### config.mk
export PLATFORM = sky130hd
export DESIGN_NAME = aes_mode_ctrl
export DESIGN_NICKNAME = d
export VERILOG_FILES = /design/src/rtl/aes_pkg.sv /design/src/rtl/aes_mode_mux.sv /design/src/rtl/aes_mode_ctrl.sv
export SDC_FILE = /design/constraint.sdc
export NUM_CORES = 2
export LEC_CHECK = 0
export BUFFER_PORTS_ARGS = -buffer_cell sky130_fd_sc_hd__clkbuf_2
export CORE_AREA = 2 2 362 364
export CTS_CLUSTER_DIAMETER = 60
export CTS_CLUSTER_SIZE = 30
export DETAILED_ROUTE_END_ITERATION = 10
export DIE_AREA = 0 0 364 366
export SLEW_MARGIN = 20
export SYNTH_ARGS = -nofsm -noshare
export SYNTH_HDL_FRONTEND = slang
export SYNTH_HIERARCHICAL = 1
export SYNTH_SLANG_ARGS = --single-unit
### constraint.sdc
create_clock -name clk -period 41.5 [get_ports clk]
set_clock_uncertainty 0.2 [all_clocks]
set_input_delay 6.225 -clock clk [delete_from_list [all_inputs] [get_ports clk]]
set_output_delay 6.225 -clock clk [all_outputs]
set_load 0.005 [all_outputs]
### src/rtl/aes_pkg.sv
// Shared definitions for the AES block-mode controller: block width,
// chaining-mode encodings and controller FSM state encodings.
package aes_pkg;

  localparam int BLK_W = 128;

  typedef logic [BLK_W-1:0] blk_t;

  // Chaining modes (encrypt direction only)
  localparam logic [1:0] MODE_ECB = 2'b00;
  localparam logic [1:0] MODE_CBC = 2'b01;
  localparam logic [1:0] MODE_CFB = 2'b10;
  localparam logic [1:0] MODE_OFB = 2'b11;

  // Controller FSM states
  localparam logic [1:0] ST_IDLE  = 2'd0;
  localparam logic [1:0] ST_ISSUE = 2'd1;
  localparam logic [1:0] ST_WAIT  = 2'd2;
  localparam logic [1:0] ST_OUT   = 2'd3;

endpackage

### src/rtl/aes_mode_mux.sv
// Mode-indexed routing for the block-cipher chaining modes. Selects the
// block presented to the AES core, the ciphertext leaving the controller
// and the next chaining/feedback value. Purely combinational.
module aes_mode_mux
  import aes_pkg::*;
(
  input  logic [1:0]       mode,
  input  logic [BLK_W-1:0] new_blk,     // plaintext being accepted now
  input  logic [BLK_W-1:0] held_blk,    // plaintext of the block in flight
  input  logic [BLK_W-1:0] chain,       // current chaining value (IV / feedback)
  input  logic [BLK_W-1:0] core_ct,     // raw AES core output
  output logic [BLK_W-1:0] core_pt,
  output logic [BLK_W-1:0] out_blk,
  output logic [BLK_W-1:0] chain_next
);

  // Per-mode selection of core input, block output and feedback
  always_comb begin
    core_pt    = new_blk;
    out_blk    = core_ct;
    chain_next = chain;
    case (mode)
      MODE_ECB: begin
        core_pt    = new_blk;
        out_blk    = core_ct;
        chain_next = chain;
      end
      MODE_CBC: begin
        core_pt    = new_blk ^ chain;
        out_blk    = core_ct;
        chain_next = core_ct;
      end
      MODE_CFB: begin
        core_pt    = chain;
        out_blk    = core_ct ^ held_blk;
        chain_next = core_ct ^ held_blk;
      end
      MODE_OFB: begin
        core_pt    = chain;
        out_blk    = core_ct ^ held_blk;
        chain_next = core_ct;
      end
      default: begin
        core_pt    = new_blk;
        out_blk    = core_ct;
        chain_next = chain;
      end
    endcase
  end

endmodule

### src/rtl/aes_mode_ctrl.sv
// AES block-mode controller. Accepts one plaintext block at a time, feeds
// an external AES-128 encrypt core and applies ECB/CBC/CFB-128/OFB chaining
// to produce the ciphertext stream. Only one block is ever in flight.
module aes_mode_ctrl
  import aes_pkg::*;
#(
  parameter int BLK_CNT_W = 16
) (
  input  logic                 clk,
  input  logic                 rst,
  input  logic                 cfg_load,
  input  logic [1:0]           mode,
  input  logic [BLK_W-1:0]     key,
  input  logic [BLK_W-1:0]     iv,
  input  logic                 in_valid,
  output logic                 in_ready,
  input  logic [BLK_W-1:0]     in_data,
  output logic                 out_valid,
  input  logic                 out_ready,
  output logic [BLK_W-1:0]     out_data,
  output logic                 core_start,
  output logic [BLK_W-1:0]     core_plaintext,
  output logic [BLK_W-1:0]     core_key,
  input  logic [BLK_W-1:0]     core_ciphertext,
  input  logic                 core_done,
  output logic                 busy,
  output logic [BLK_CNT_W-1:0] blk_count
);

  logic [1:0]       state;
  logic             cfg_valid;
  logic [1:0]       mode_r;
  logic [BLK_W-1:0] chain_r;
  logic [BLK_W-1:0] data_r;
  logic             in_fire;
  logic             cfg_fire;
  logic             done_fire;
  logic [BLK_W-1:0] mux_pt;
  logic [BLK_W-1:0] mux_out;
  logic [BLK_W-1:0] mux_chain;

  // A configuration load in IDLE takes priority over an offered block.
  assign in_ready   = (state == ST_IDLE) && cfg_valid && !cfg_load;
  assign in_fire    = in_valid && in_ready;
  assign cfg_fire   = (state == ST_IDLE) && cfg_load;
  assign done_fire  = (state == ST_WAIT) && core_done;
  assign out_valid  = (state == ST_OUT);
  assign busy       = (state != ST_IDLE);
  // ISSUE lasts exactly one cycle once the core has dropped done, so this
  // is a single-cycle pulse per block.
  assign core_start = (state == ST_ISSUE) && !core_done;

  aes_mode_mux u_mode_mux (
    .mode       (mode_r),
    .new_blk    (in_data),
    .held_blk   (data_r),
    .chain      (chain_r),
    .core_ct    (core_ciphertext),
    .core_pt    (mux_pt),
    .out_blk    (mux_out),
    .chain_next (mux_chain)
  );

  // Control: FSM sequencing, configuration-valid flag and block counter
  always_ff @(posedge clk or posedge rst) begin
    if (rst) begin
      state     <= ST_IDLE;
      cfg_valid <= 1'b0;
      blk_count <= '0;
    end else begin
      case (state)
        ST_IDLE: begin
          if (cfg_load) begin
            cfg_valid <= 1'b1;
            blk_count <= '0;
          end else if (in_fire) begin
            state <= ST_ISSUE;
          end
        end
        ST_ISSUE: begin
          if (!core_done) state <= ST_WAIT;
        end
        ST_WAIT: begin
          if (core_done) state <= ST_OUT;
        end
        ST_OUT: begin
          if (out_ready) begin
            blk_count <= blk_count + BLK_CNT_W'(1);
            state     <= ST_IDLE;
          end
        end
        default: state <= ST_IDLE;
      endcase
    end
  end

  // Datapath: configuration capture, block capture, core input and result
  always_ff @(posedge clk or posedge rst) begin
    if (rst) begin
      mode_r         <= MODE_ECB;
      core_key       <= '0;
      chain_r        <= '0;
      data_r         <= '0;
      core_plaintext <= '0;
      out_data       <= '0;
    end else begin
      if (cfg_fire) begin
        mode_r   <= mode;
        core_key <= key;
        chain_r  <= iv;
      end else if (in_fire) begin
        data_r         <= in_data;
        core_plaintext <= mux_pt;
      end
      if (done_fire) begin
        out_data <= mux_out;
        chain_r  <= mux_chain;
      end
    end
  end

endmodule

==> metrics.md <==
| Metric | Value |
|---|---|
| Status | completed |
| Int Pwr | 2.08 mW |
| Sw frac | 40.5% |
| Clk sinks | 661 |
| Sw Pwr | 1.42 mW |
| Die height | 366 µm |
| Antenna violations before repair | 37 |
| Layout fillers | 13400 |
| Max stage delay on crit path | 0.45 ns |
| Most frequent CP cell | clkbuf_2 |
| Largest net degree at the start of global routing | 187 |
| CP Launch Type | input port |
| Crit path kind | input port to output pin |
| DR iter-0 viols | 2292 |
| Core area | 129000 µm² |
| Multi-input gate area | 16300 µm² |
| Ports | 924 |
| Synthesized flop and latch total | 661 |
| Area delta synth->final | 26.4% |
| Mapped Cells | 3455 |
| Detail Placement HPWL | 87200 µm |
| Max_slew headroom | 23.9% |
| Hold WC Path Type | flop to flop |
| CP top delay family | simple AND/OR/NAND/NOR gates |
| # DRC | 0 |
| Overflow after GRT | 0 |
| Via count | 30000 |
| Vias in the first global route | 29400 |
| CP Data Required Time | 35.07 ns |
| Slowest-stage cell, CP | nor3b_1 |
| Root Driver | clkbuf_16 |
| RSZ-0062 raised after global routing | false |
| Leak pwr | 19.6 nW |
| Hold buffer count at cts | 0 |
| Tightest Pin Transition | 1.14 ns |
| Post-route insts no fill | 6080 |
| Fmax | 74.3 MHz |
| Period utilization | 32.5% |
| Num CTS Buffers | 81 |
| Overall power | 3.50 mW |
| Slew Viols, Final | 0 |
| Num rows | 132 |
| Sequential area share after synthesis | 48.5% |
| Yosys warns | 6 |
| Clock power share | 22.3% |
| Drt wl/cell | 21.1 µm |
| Number of port buffers | 923 |
| Ys flop type | dfrtp_1 |
| Sequential power share | 35.1% |
| Antenna viol nets, final | 0 |
| Via density | 4.93 |
| Number of setup violations in the final report | 0 |
| Worst path cell trace | clkbuf_2, nor3b_1, clkbuf_2 |
| Critical Path Sink Type | output pin |
| Dpl cells | 5896 |
| Die ar. | 133000 µm² |
| Share of cells above drive strength 1 | 37.3% |
| Post_cts resized | 0 |
| First-pass iteration count of the detailed router | 6 |
| Arr. time, crit path | 7.04 ns |
| Worst Path Buf+Inv | 2 |
| CTS tree | done |
| Syn Area/Cell | 9.86 µm² |
| Max Cap Viol | 0 |
| CTS max path bufs | 3 |
| GP Congestion | 0.899 |
| CTS clk-pin slew, worst paths | 0.06 ns |
| Chip width | 364 µm |
| Library cells used by synthesis | 41 |
| GRT Util Overall | 18.7% |
| Drt total wl | 128000 µm |
| Maximum vdd drop | 0.0451 mV |
| EDFF count, synth | 0 |
| Worst skew pair latency | 0.69 ns |
| H-tree depth | 3 |
| Initial Utilization | 26.4% |
| Critical Path Fanout Max | 6 |
| Nets | 4762 |
| Final-report hold violation count | 0 |
| Pwr per Cell Area | 81.2 nW/µm² |
| First-pass GRT wire length | 191000 µm |
| Setup TNS | 0 ns |
| Post-CTS Setup Inserts | 0 |
| Combinational Power Share | 42.7% |
| Syn nets | 3980 |
| Synthesized area | 34100 µm² |
| Final critical-path required period | 13.47 ns |
| FFs w/ async S/R, synth | 100% |
| Sequential cell area | 16500 µm² |
## state kept, by name (all words and copies together), names as in the netlist
register        flops
blk_count          16
mode_r              2
state               2
core_plaintext    128
chain_r           128
core_key          128
out_data          128
data_r            128
cfg_valid           1
## Yosys cell counts, types with 2 or more instances
cell type | number | share of area [%]
o22ai_1 | 28 | 0.51
buf_2 | 91 | 1.3
xnor2_1 | 132 | 3.4
mux2_2 | 386 | 13
nand3_1 | 10 | 0.15
buf_1 | 12 | 0.13
a31oi_1 | 128 | 2.4
buf_4 | 3 | 0.066
nand2b_1 | 2 | 0.037
inv_1 | 6 | 0.066
xor2_1 | 2 | 0.051
o22ai_2 | 100 | 3.7
nor2_1 | 135 | 1.5
a21oi_1 | 147 | 2.2
clkbuf_1 | 134 | 1.5
or3_1 | 3 | 0.055
ha_1 | 5 | 0.18
o31ai_1 | 5 | 0.11
nand4_1 | 4 | 0.073
or4_1 | 5 | 0.11
nand3b_1 | 129 | 2.8
buf_6 | 17 | 0.56
nor3_1 | 2 | 0.029
inv_2 | 2 | 0.022
nor4_1 | 2 | 0.037
a32o_1 | 123 | 3.6
dfrtp_1 | 661 | 49
nand2_1 | 908 | 10
o21ai_0 | 261 | 3.8
## routing by layer
layer	global-route usage (%)	vias to the layer above	wire, µm
met2	30.7	1107	61800
met1	22.2	14900	50600
li1	-	13800	-
met5	0	-	87
met4	9.44	12	5390
met3	5.16	234	10100
## kinds of logic after synthesis
family	share of synthesized area, %
AOI/OAI and AO/OA	16.3
DFF	48.5
muxes	12.8
adders and majority gates	0.184
xor gates and xnor gates	3.44
buffers and inverters	3.66
and+or+nand+nor	15.0
## cell usage in the layout, fill, tap and decap left out, types with 4 or more instances in the layout
master / Yosys / layout
xnor2_1: 132 / 132
a32o_1: 123 / 123
clkbuf_2: 0 / 923
nand4_1: 4 / 4
clkbuf_8: 0 / 5
clkinv_2: 0 / 8
ha_1: 5 / 5
clkinv_8: 0 / 9
nand3b_1: 129 / 129
a31oi_1: 128 / 128
nand3_1: 10 / 10
inv_8: 0 / 7
buf_12: 0 / 5
inv_6: 0 / 17
inv_1: 6 / 5
clkbuf_16: 0 / 81
o22ai_1: 28 / 28
buf_4: 3 / 28
clkinvlp_4: 0 / 6
nand2_1: 908 / 905
or4_1: 5 / 5
a21oi_1: 147 / 147
o31ai_1: 5 / 5
mux2_2: 386 / 386
diode_2: 0 / 32
o21ai_0: 261 / 261
o22ai_2: 100 / 100
clkinv_4: 0 / 7
dfrtp_1: 661 / 659
nor2_1: 135 / 135
bufinv_16: 0 / 8
## power groups by stage
stage | registers, mW | logic, mW | clock network [mW]
4_1_cts | 1.23 | 1.51 | 0.801
6_report | 1.23 | 1.49 | 0.779
3_3_place_gp | 1.22 | 1.48 | 0
3_5_place_dp | 1.23 | 1.50 | 0
5_1_grt | 1.27 | 1.65 | 0.827
2_1_floorplan | 1.18 | 0.993 | 0
## final timing paths
path	from	end	slack [ns]	depth (start not counted)
min in group asynchronous	rst	out_data[72]	5.46	2
max in group asynchronous	rst	data_r[81]	33.20	4
min	core_key[7]	core_key[7]	0.28	2
min reg2reg	core_key[7]	core_key[7]	0.28	2
max	cfg_load	in_ready	28.03	3
max reg2reg	state[0]	out_data[43]	36.77	8
## worst reg2reg max path: cells and delay by family, from the launching register on
| family | cells | cell delay [ns] |
|---|---|---|
| AND/OR/NAND/NOR | 1 | 0.10 |
| flip-flops | 1 | 0.41 |
| multiplexers | 1 | 0.49 |
| buffers and inverters | 5 | 3.15 |
| adder cells (fa/ha/maj) | 1 | 0.26 |
## through the flow
stage               cell area (µm²)  setup WS (ns)  util, %  hold slack (ns)
global placement              40000          28.07     31.0            0.256
detailed placement            40000          28.05     31.0            0.262
CTS                           43000          28.05     33.3            0.281
finish                        43100          28.03     33.4            0.276
floorplan                     34100          16.55        -            0.240
global route                  43100          27.97     33.4            0.290
## cell type report
class                           instances  area share (%)
Antenna cell                           32           0.186
Clock buffer                           87            4.87
Clock inverter                         65            2.03
Inverter                                8           0.122
Multi-Input combinational cell       2529            37.9
Sequential cell                       661            38.4
Tap cell                             1742            5.06
Timing Repair Buffer                  956            11.4
No activity file was read; power rests on OpenSTA's default activity.
